**src/rtl/io_port_pkg.sv**
```systemverilog
`default_nettype none
// ============================================================================
// Module      : io_port_pkg
// Description : Shared constants for the processor I/O bridge. Holds the
//               default data width and FIFO depth, and the bit positions of
//               the sticky error flags.
// Revision    : 1.0  initial release
// ============================================================================
package io_port_pkg;

  localparam int IO_WIDTH = 16;
  localparam int IO_DEPTH = 8;

  // Bit positions within the err vector
  localparam int ERR_W       = 4;
  localparam int ERR_IN_OVF  = 0;
  localparam int ERR_IN_UNF  = 1;
  localparam int ERR_OUT_OVF = 2;
  localparam int ERR_OUT_UNF = 3;

endpackage : io_port_pkg
`default_nettype wire

```
**src/rtl/io_fifo.sv**
```systemverilog
`default_nettype none
// ============================================================================
// Module      : io_fifo
// Description : Synchronous FIFO with a registered read port. A pop returns
//               the head word one cycle later with a one-cycle rvld pulse.
//               There is no fall-through path: a pop on an empty FIFO is
//               rejected even if a push arrives in the same cycle.
// Ports       : clock, reset (sync, active-low)
//               push/wdata  - write request and data
//               pop         - read request
//               rdata/rvld  - registered read data and valid pulse
//               count       - occupancy 0..DEPTH
//               full/empty  - decoded from count
//               ovf/unf     - single-cycle pulses for a dropped push or a
//                             rejected pop
// Revision    : 1.0  initial release
// ============================================================================
module io_fifo
  import io_port_pkg::*;
#(
  parameter int WIDTH = IO_WIDTH,
  parameter int DEPTH = IO_DEPTH,
  parameter int AW    = $clog2(DEPTH)
) (
  input  logic             clock,
  input  logic             reset,
  input  logic             push,
  input  logic [WIDTH-1:0] wdata,
  input  logic             pop,
  output logic [WIDTH-1:0] rdata,
  output logic             rvld,
  output logic [AW:0]      count,
  output logic             full,
  output logic             empty,
  output logic             ovf,
  output logic             unf
);

  localparam logic [AW:0]   CNT_ONE  = {{AW{1'b0}}, 1'b1};
  localparam logic [AW:0]   CNT_FULL = DEPTH[AW:0];
  localparam logic [AW-1:0] PTR_ONE  = {{(AW-1){1'b0}}, 1'b1};

  logic [WIDTH-1:0] mem [DEPTH];
  logic [AW-1:0]    wptr;
  logic [AW-1:0]    rptr;
  logic             do_push;
  logic             do_pop;

  assign full  = (count == CNT_FULL);
  assign empty = (count == '0);

  // A pop on a full FIFO frees a slot in the same cycle, so a concurrent
  // push is still accepted.
  assign do_pop  = pop & ~empty;
  assign do_push = push & (~full | pop);
  assign ovf     = push & full & ~pop;
  assign unf     = pop & empty;

  // Storage is deliberately left out of reset.
  always_ff @(posedge clock) begin
    if (do_push) begin
      mem[wptr] <= wdata;
    end
  end

  always_ff @(posedge clock) begin
    if (!reset) begin
      wptr  <= '0;
      rptr  <= '0;
      count <= '0;
      rdata <= '0;
      rvld  <= 1'b0;
    end else begin
      rvld <= do_pop;
      if (do_push) begin
        wptr <= wptr + PTR_ONE;
      end
      if (do_pop) begin
        rdata <= mem[rptr];
        rptr  <= rptr + PTR_ONE;
      end
      unique case ({do_push, do_pop})
        2'b10:   count <= count + CNT_ONE;
        2'b01:   count <= count - CNT_ONE;
        default: count <= count;
      endcase
    end
  end

endmodule : io_fifo
`default_nettype wire

```
**src/rtl/proc_io_bridge.sv**
```systemverilog
`default_nettype none
// ============================================================================
// Module      : proc_io_bridge
// Description : Host-side I/O bridge for the 16-bit processor. The IN FIFO
//               carries host words to the processor din port; the OUT FIFO
//               carries processor dout words back to the host. Rejected
//               transfers are recorded in sticky error flags.
// Ports       : clock, reset (sync, active-low)
//               host_wr/host_wdata     - host push into IN
//               proc_rd -> din/din_vld - processor pop from IN
//               proc_wr/dout           - processor push into OUT
//               host_rd -> host_rdata/host_rvld - host pop from OUT
//               in_/out_ count, full, empty - FIFO status
//               err[3:0] sticky flags, err_clr clears them
// Revision    : 1.0  initial release
// ============================================================================
module proc_io_bridge
  import io_port_pkg::*;
#(
  parameter int WIDTH = IO_WIDTH,
  parameter int DEPTH = IO_DEPTH,
  parameter int AW    = $clog2(DEPTH)
) (
  input  logic             clock,
  input  logic             reset,
  input  logic             host_wr,
  input  logic [WIDTH-1:0] host_wdata,
  input  logic             proc_rd,
  output logic [WIDTH-1:0] din,
  output logic             din_vld,
  input  logic             proc_wr,
  input  logic [WIDTH-1:0] dout,
  input  logic             host_rd,
  output logic [WIDTH-1:0] host_rdata,
  output logic             host_rvld,
  output logic [AW:0]      in_count,
  output logic [AW:0]      out_count,
  output logic             in_full,
  output logic             in_empty,
  output logic             out_full,
  output logic             out_empty,
  output logic [ERR_W-1:0] err,
  input  logic             err_clr
);

  logic in_ovf;
  logic in_unf;
  logic out_ovf;
  logic out_unf;
  logic [ERR_W-1:0] new_err;

  io_fifo #(.WIDTH(WIDTH), .DEPTH(DEPTH), .AW(AW)) u_in_fifo (
    .clock (clock),
    .reset (reset),
    .push  (host_wr),
    .wdata (host_wdata),
    .pop   (proc_rd),
    .rdata (din),
    .rvld  (din_vld),
    .count (in_count),
    .full  (in_full),
    .empty (in_empty),
    .ovf   (in_ovf),
    .unf   (in_unf)
  );

  io_fifo #(.WIDTH(WIDTH), .DEPTH(DEPTH), .AW(AW)) u_out_fifo (
    .clock (clock),
    .reset (reset),
    .push  (proc_wr),
    .wdata (dout),
    .pop   (host_rd),
    .rdata (host_rdata),
    .rvld  (host_rvld),
    .count (out_count),
    .full  (out_full),
    .empty (out_empty),
    .ovf   (out_ovf),
    .unf   (out_unf)
  );

  always_comb begin
    new_err              = '0;
    new_err[ERR_IN_OVF]  = in_ovf;
    new_err[ERR_IN_UNF]  = in_unf;
    new_err[ERR_OUT_OVF] = out_ovf;
    new_err[ERR_OUT_UNF] = out_unf;
  end

  // Clear first, then OR in this cycle's events so a fresh error survives
  // a simultaneous clear.
  always_ff @(posedge clock) begin
    if (!reset) begin
      err <= '0;
    end else begin
      err <= (err & {ERR_W{~err_clr}}) | new_err;
    end
  end

endmodule : proc_io_bridge
`default_nettype wire

```
**config.mk**
```make
export PLATFORM = sky130hd
export DESIGN_NAME = proc_io_bridge
export DESIGN_NICKNAME = d
export VERILOG_FILES = /design/src/rtl/io_port_pkg.sv /design/src/rtl/io_fifo.sv /design/src/rtl/proc_io_bridge.sv
export SDC_FILE = /design/constraint.sdc
export NUM_CORES = 1
export LEC_CHECK = 0
export BUFFER_PORTS_ARGS = -buffer_cell sky130_fd_sc_hd__buf_2
export CAP_MARGIN = 20
export CORE_UTILIZATION = 54
export DETAILED_ROUTE_END_ITERATION = 8
export PLACE_DENSITY = 0.76
export SLEW_MARGIN = 20
export SYNTH_ARGS = -nofsm -noshare
export SYNTH_HDL_FRONTEND = slang
export SYNTH_SLANG_ARGS = --single-unit
```
**constraint.sdc**
```tcl
create_clock -name clock -period 2.5 [get_ports clock]
set_input_delay 0 -clock clock [delete_from_list [all_inputs] [get_ports clock]]
set_output_delay 0 -clock clock [all_outputs]
set_load 0.02 [all_outputs]
```
==> results of run 1 <==
what timing repair did:
item	4_1_cts	5_1_grt
endpoints found under the setup margin	1	3
hold buffers	39	0
cloned	0	0
endpoints found under the hold margin	261	0
pin swaps	0	2
buffers inserted	0	2
gates resized for setup	1	5
layout make-up:
type                            count  area, um^2
Sequential cell                   314        8860
Fill cell                        1358        6990
Multi-Input combinational cell    291        2950
Timing Repair Buffer              165        1140
Clock buffer                       38         822
Tap cell                          275         344
Clock inverter                     17         163
Inverter                            4        15.0
Antenna cell                        1        2.50
logic make-up (layout without fill, tap and decap cells):
group           count (synthesis)  count (layout)  synth area share
compound gates                 91              91            0.0458
xor+xnor                       11              11           0.00812
mux                            74              74             0.130
simple gates                  105             105            0.0462
other cells                     0               1                 0
buf+inv                        36             224            0.0134
flops                         314             314             0.746
fa+ha+maj                      10              10            0.0105
worst paths after layout:
path | depth (start not counted) | slack (ns) | from | endpoint
min reg2reg | 2 | 0.51 | u_out_fifo.rdata[3] | u_out_fifo.rdata[3]
min | 4 | 0.21 | host_rd | u_out_fifo.rdata[8]
max | 9 | 0.07 | u_out_fifo.count[1] | u_out_fifo.count[2]
max reg2reg | 9 | 0.07 | u_out_fifo.count[1] | u_out_fifo.count[2]
metal layers:
layer / part of all wire / wire [um]
met1: 0.41 / 10100
met2: 0.50 / 12300
met3: 0.062 / 1520
met4: 0.023 / 573
met5: 0 / 0
cell usage in the layout, fill, tap and decap left out, types with 3 or more instances in the layout:
| cell | synthesis | layout |
|---|---|---|
| bufinv_16 | 0 | 3 |
| a21oi_1 | 8 | 8 |
| or3_1 | 3 | 3 |
| clkbuf_1 | 17 | 5 |
| dfxtp_1 | 58 | 52 |
| dlygate4sd3_1 | 0 | 39 |
| a21boi_0 | 5 | 4 |
| o22ai_1 | 30 | 30 |
| nor2_1 | 41 | 41 |
| mux2i_1 | 10 | 10 |
| inv_1 | 4 | 4 |
| clkbuf_16 | 0 | 31 |
| mux4_2 | 64 | 64 |
| ha_1 | 10 | 8 |
| nand2b_1 | 8 | 8 |
| o21ai_0 | 40 | 40 |
| buf_4 | 0 | 36 |
| nor3_2 | 0 | 5 |
| clkinv_2 | 0 | 8 |
| clkinv_1 | 0 | 4 |
| and2_1 | 9 | 9 |
| edfxtp_1 | 256 | 256 |
| dfxtp_2 | 0 | 6 |
| xor2_1 | 6 | 5 |
| xnor2_1 | 5 | 5 |
| nor2b_1 | 16 | 16 |
| nand2_1 | 11 | 11 |
| buf_2 | 13 | 88 |
metrics by stage:
stage                     std cells  power, mW
after CTS                      1102       14.2
after global placement         1008       9.55
final                          1105       14.2
after global routing           1105       14.8
after detailed placement       1008       9.70
after floorplan                 641       8.63
flip-flops by register name (all words and copies together), names as in the netlist:
signal	count
u_in_fifo.rdata	16
u_out_fifo.rvld	1
u_out_fifo.wptr	3
u_in_fifo.rvld	1
u_in_fifo.count	4
u_in_fifo.wptr	3
u_out_fifo.mem	128
u_in_fifo.rptr	3
err	4
u_in_fifo.mem	128
u_out_fifo.count	4
u_out_fifo.rptr	3
u_out_fifo.rdata	16
power breakdown:
part	switching, mW	internal, mW
combinational	1.80	1.45
clock	1.87	2.63
sequential	0.320	6.12
total	3.99	10.2
critical path: cells and delay by family (launching register included):
| family | cells | cell delay, ns |
|---|---|---|
| AND/OR/NAND/NOR | 2 | 0.87 |
| adder cells (fa/ha/maj) | 2 | 0.37 |
| AO/OA/AOI/OAI | 3 | 0.41 |
| XOR/XNOR | 2 | 0.33 |
| flip-flops | 1 | 0.38 |
==> run_results.csv, run 1 <==
group,metric,value,unit
critical_path,crit_required,2.97,ns
route,postRouteAntennaNets,0,
route,vias,6467,
logic_synthesis,synth_async_sr_flop_share,0,
placed_design,hpwl,13800,um
logic_synthesis,ys.flop_type,"edfxtp_1",
logic_synthesis,yosysTopAreaCell,"edfxtp_1",
logic_synthesis,yosys.cell_count.top_type,"edfxtp_1",
logic_synthesis,synth_seq_cells,314,
floorplanning,dieArea,0.0226,mm^2
placed_design,io_buffers,88,
critical_path,crit_path_max_incr_delay,0.54,ns
sta,rsz0062_at_grt,"false",
grt,grt_pass1_vias,6836,
route,drcViolationCount,0,
logic_synthesis,synthTopCellsByCount,"edfxtp_1 (256), mux4_2 (64), dfxtp_1 (58)",
logic_synthesis,synth_edf_count,256,
logic_synthesis,yosysWarnings,0,
grt,grt_max_degree,61,
grt,grt-ovfl-total,0,
grt,antenna_found_initial,1,
sta,worst_pin_slew,1.08,ns
sta,whs,0.209,ns
clocking,clock_tree.root_cell,"clkbuf_16",
placed_design,place_ws,0.00964,ns
sta,finalWorstSetupSlack,0.0664,ns
floorplanning,pin_count,89,
clocking,cts-buffers-inserted,30,
logic_synthesis,synthTopCellsByArea,"edfxtp_1 (65%), mux4_2 (12%), dfxtp_1 (9.8%)",
clocking,clock-sinks,314,
floorplanning,start_util,0.557,
route,via_per_inst,5.85,
clocking,cts_tree,"done",
critical_path,critPathMostFrequentCell,"xor2_1",
floorplanning,die_x,150,um
clocking,clk_latency,0.55,ns
clocking,clkSlewWorstSetupHoldPaths,0.06,ns
critical_path,crit_chain,"or4b_4 -> o21ai_4 -> ha_4 -> xor2_1 -> ha_1 -> a21oi_1 -> xor2_1 -> or3_1 -> a21boi_2",
job,maxCapViolCount,0,
sta,period_share,0.973,
sta,min_period,2.43,ns
route,wl,24400,um
critical_path,start_kind,"register",
logic_synthesis,synthCells,641,
placed_design,dpl_cell_area,0.0129,mm^2
sta,slew_headroom,0.278,
logic_synthesis,syn_area,0.0119,mm^2
power,p_per_area,993,mW/mm^2
grt,met3_usage,0.0348,
floorplanning,core,0.0213,mm^2
grt,use_met2,0.374,
sta,fmax,411,MHz
logic_synthesis,synth_top_area_frac,0.648,
grt,grt-busiest-layer,"met2",
cells_and_area,final_core_util,0.671,
route,wire_per_inst,22.1,um
cells_and_area,nets,855,
sta,setup_viol,0,
sta,finClkSkew,0.0146,ns
sta,drv_slew,0,
critical_path,worstSetupPathType,"register to register",
clocking,clock_path_buffers,3,
critical_path,critPathCaptureType,"register",
logic_synthesis,synth.avg_cell_area,18.5,um^2
grt,use_met1,0.302,
power,ir_drop,0.848,mV
grt,grt_pass1_wl,37400,um
route,drtPass1Iterations,7,
sta,tns,0,ns
floorplanning,num_rows,53,
cells_and_area,area_growth,20.5,%
logic_synthesis,synth_nets,690,
cells_and_area,drive_gt1_frac,0.312,
outcome,outcome,"completed",
logic_synthesis,yosysSeqAreaShare,0.746,
worst_hold_path,min_path_type,"primary input to register",
clocking,cts_htree_levels,1,
floorplanning,die_h,150,um
cells_and_area,finalInstanceArea,0.0143,mm^2
route,drt_iter0_markers,458,
critical_path,worst-path-max-fanout,10,
critical_path,arrival,2.90,ns
logic_synthesis,synth_cell_types,34,
placed_design,gp_congestion,0.786,
sta,finalHoldViolCount,0,
power,power_leakage,4.94,nW
critical_path,crit_slowest_cell,"or4b_4",
grt,grt_use_total,0.224,
Note: power is estimated with default switching activity, not from simulation.
==> run 2, diff against run 1 <==
--- a/config.mk
+++ b/config.mk
@@ -13,4 +13,5 @@
 export SLEW_MARGIN = 20
 export SYNTH_ARGS = -nofsm -noshare
 export SYNTH_HDL_FRONTEND = slang
+export SYNTH_HIERARCHICAL = 1
 export SYNTH_SLANG_ARGS = --single-unit
==> run_results.csv, run 2 <==
group,metric,value,unit
cells_and_area,final_common_cell,"edfxtp_1",
placed_design,gp_congestion,0.806,
route,wl_met1,9990,um
clocking,clock-sinks,314,
route,postRouteAntennaNets,0,
sta,drv_slew,0,
sta,rsz0062_at_grt,"true",
logic_synthesis,syn_area,0.0119,mm^2
floorplanning,die_x,150,um
floorplanning,die_h,150,um
power,p_sw,4.08,mW
floorplanning,core,0.0213,mm^2
logic_synthesis,synth_seq_cells,314,
cells_and_area,final_core_util,0.677,
clocking,clock_path_buffers,3,
cells_and_area,fillers,1323,
cells_and_area,regArea,0.00886,mm^2
cells_and_area,reg_top3,"u_in_fifo/mem x128, u_out_fifo/mem x128",
logic_synthesis,yosys.cell_count.top_type,"edfxtp_1",
critical_path,worstSetupPathType,"register to register",
sta,setup_viol,0,
sta,slew_headroom,0.310,
logic_synthesis,synth_nets,686,
route,drt_iter0_markers,432,
route,dr_wl_met2,12300,um
clocking,cts_htree_levels,1,
route,wire_per_inst,21.9,um
power,power_leakage,4.97,nW
route,drcViolationCount,0,
logic_synthesis,ys.flop_type,"edfxtp_1",
critical_path,rr_worst_depth,9,
logic_synthesis,yosysWarnings,6,
grt,grt_use_total,0.220,
critical_path,cp.depth,9,
critical_path,critPathCaptureType,"register",
critical_path,worst-path-buf-inv,0,
power,pwr-share-comb,0.234,
logic_synthesis,synth_top_area_frac,0.647,
clocking,clock_tree.root_cell,"clkbuf_16",
sta,whs,0.0946,ns
critical_path,critPathMostFrequentCell,"xor2_1",
critical_path,crit_slowest_cell,"or4b_4",
floorplanning,num_rows,53,
route,top_layer_used,"met4",
logic_synthesis,yosysTopAreaCell,"edfxtp_1",
route,via_per_inst,5.84,
worst_hold_path,min_path_type,"primary input to register",
placed_design,io_buffers,88,
sta,min_period,2.49,ns
critical_path,worst-path-max-fanout,3,
floorplanning,dieArea,0.0226,mm^2
route,vias,6449,
critical_path,arrival,2.97,ns
critical_path,crit_required,2.97,ns
power,intPower,10.5,mW
clocking,cts_tree,"done",
grt,grt-ovfl-total,0,
logic_synthesis,synthTopCellsByArea,"edfxtp_1 (65%), mux4_2 (12%), dfxtp_1 (9.8%)",
logic_synthesis,synth_async_sr_flop_share,0,
outcome,outcome,"completed",
logic_synthesis,yosysSeqAreaShare,0.744,
logic_synthesis,synthCells,637,
cells_and_area,area_growth,21.3,%
cells_and_area,multi_input_area,0.00301,mm^2
power,ir_drop,0.802,mV
cells_and_area,final_cell_mix,"edfxtp_1 (256), buf_2 (88), mux4_2 (64), dfxtp_1 (50)",
route,wl,24200,um
power,total_power,14.6,mW
critical_path,start_kind,"register",
floorplanning,start_util,0.558,
sta,period_share,0.998,
power,seqPwrFrac,0.442,
clocking,cts-buffers-inserted,31,
critical_path,crit_family,"simple AND/OR/NAND/NOR gates",
power,p_per_area,1010,mW/mm^2
clocking,clk_latency,0.55,ns
grt,grt_pass1_wl,37100,um
route,drtPass1Iterations,5,
logic_synthesis,synthTopCellsByCount,"edfxtp_1 (256), mux4_2 (64), dfxtp_1 (58)",
route,route.met3.wl,1570,um
clocking,clkSlewWorstSetupHoldPaths,0.06,ns
sta,fmax,401,MHz
job,maxCapViolCount,0,
cells_and_area,nets,853,
sta,worst_pin_slew,1.03,ns
logic_synthesis,synth_cell_types,38,
critical_path,crit_chain,"or4b_4 -> o21ai_4 -> ha_4 -> xor2_1 -> ha_1 -> a21oi_1 -> xor2_1 -> or3_1 -> a21boi_0",
sta,finClkSkew,0.0187,ns
logic_synthesis,synth.avg_cell_area,18.7,um^2
cells_and_area,drive_gt1_frac,0.325,
placed_design,dp_cells,1001,
cells_and_area,layoutNonFillerInstCount,1104,
critical_path,crit_path_max_incr_delay,0.57,ns
floorplanning,pin_count,89,
power,clkPwrFrac,0.324,
grt,grt_pass1_vias,6745,
logic_synthesis,synth_edf_count,256,
power,swShare,0.280,
grt,antenna_found_initial,1,
worst_hold_path,holdPathStages,5,
placed_design,hpwl,13700,um
sta,finalHoldViolCount,0,
grt,grt_max_degree,61,
[run 2: cell type report]
| cell class | count | share of cell area |
|---|---|---|
| flip-flops and latches | 314 | 0.615 |
| multi-input cells | 288 | 0.209 |
| repair buffers | 165 | 0.0792 |
| clock buffers | 38 | 0.0563 |
| well taps | 275 | 0.0239 |
| clock inverters | 19 | 0.0158 |
| inverters | 4 | 0.00104 |
| diodes | 1 | 0.000174 |
[run 2: metrics by stage]
stage / setup TNS (ns) / worst slack (ns) / instance area (um^2)
after floorplan: -0.0145 / -0.0145 / 11900
after global placement: 0 / 0.170 / 12900
after detailed placement: 0 / 0.0251 / 12900
after CTS: 0 / 0.0210 / 14300
after global routing: -0.0630 / -0.0409 / 14400
final: 0 / 0.00505 / 14400
[run 2: kinds of logic after synthesis]
group | count (synthesis) | share of synthesized area
adders and majority gates | 10 | 0.0105
AOI/OAI and AO/OA | 90 | 0.0468
buffers and inverters | 35 | 0.0139
DFF | 314 | 0.744
xor gates and xnor gates | 12 | 0.00884
and+or+nand+nor | 102 | 0.0457
muxes | 74 | 0.130
[run 2: path summary, 6_finish.rpt]
check                      start             endpoint  slack (ns)
max           u_in_fifo/count[0]   u_in_fifo/count[2]       0.005
max reg2reg   u_in_fifo/count[0]   u_in_fifo/count[2]       0.005
min reg2reg  u_out_fifo/count[3]  u_out_fifo/count[3]        0.51
min                      proc_wr   u_out_fifo/wptr[1]        0.09
[run 2: layer usage]
| metal | vias to the layer above | track usage |
|---|---|---|
| li1 | 2880 | - |
| met1 | 3307 | 0.293 |
| met2 | 229 | 0.379 |
| met3 | 33 | 0.0370 |
| met4 | 0 | 0.0545 |
| met5 | - | 0 |
[run 2: timing repair]
action                                 4_1_cts  5_1_grt
gates resized for setup                      0        7
setup endpoints to repair                    1        4
hold buffers                                38        0
endpoints found under the hold margin      260        0
pin swaps                                    1        6
setup buffers                                0        6
[run 2: tightest hold or removal path: cells and delay by family]
| kind | cells | cell delay (ns) |
|---|---|---|
| buffers and inverters | 2 | 0.32 |
| and+or+nand+nor | 1 | 0.10 |
| AOI/OAI and AO/OA | 1 | 0.09 |
| muxes | 1 | 0.09 |
[run 2: power by group through the flow]
stage | Clock (mW) | Combinational, mW | Sequential (mW)
final | 4.71 | 3.41 | 6.44
after global routing | 4.98 | 3.67 | 6.49
after CTS | 4.77 | 3.33 | 6.43
after detailed placement | 0 | 3.25 | 6.53
after global placement | 0 | 3.15 | 6.48
after floorplan | 0 | 1.86 | 6.86
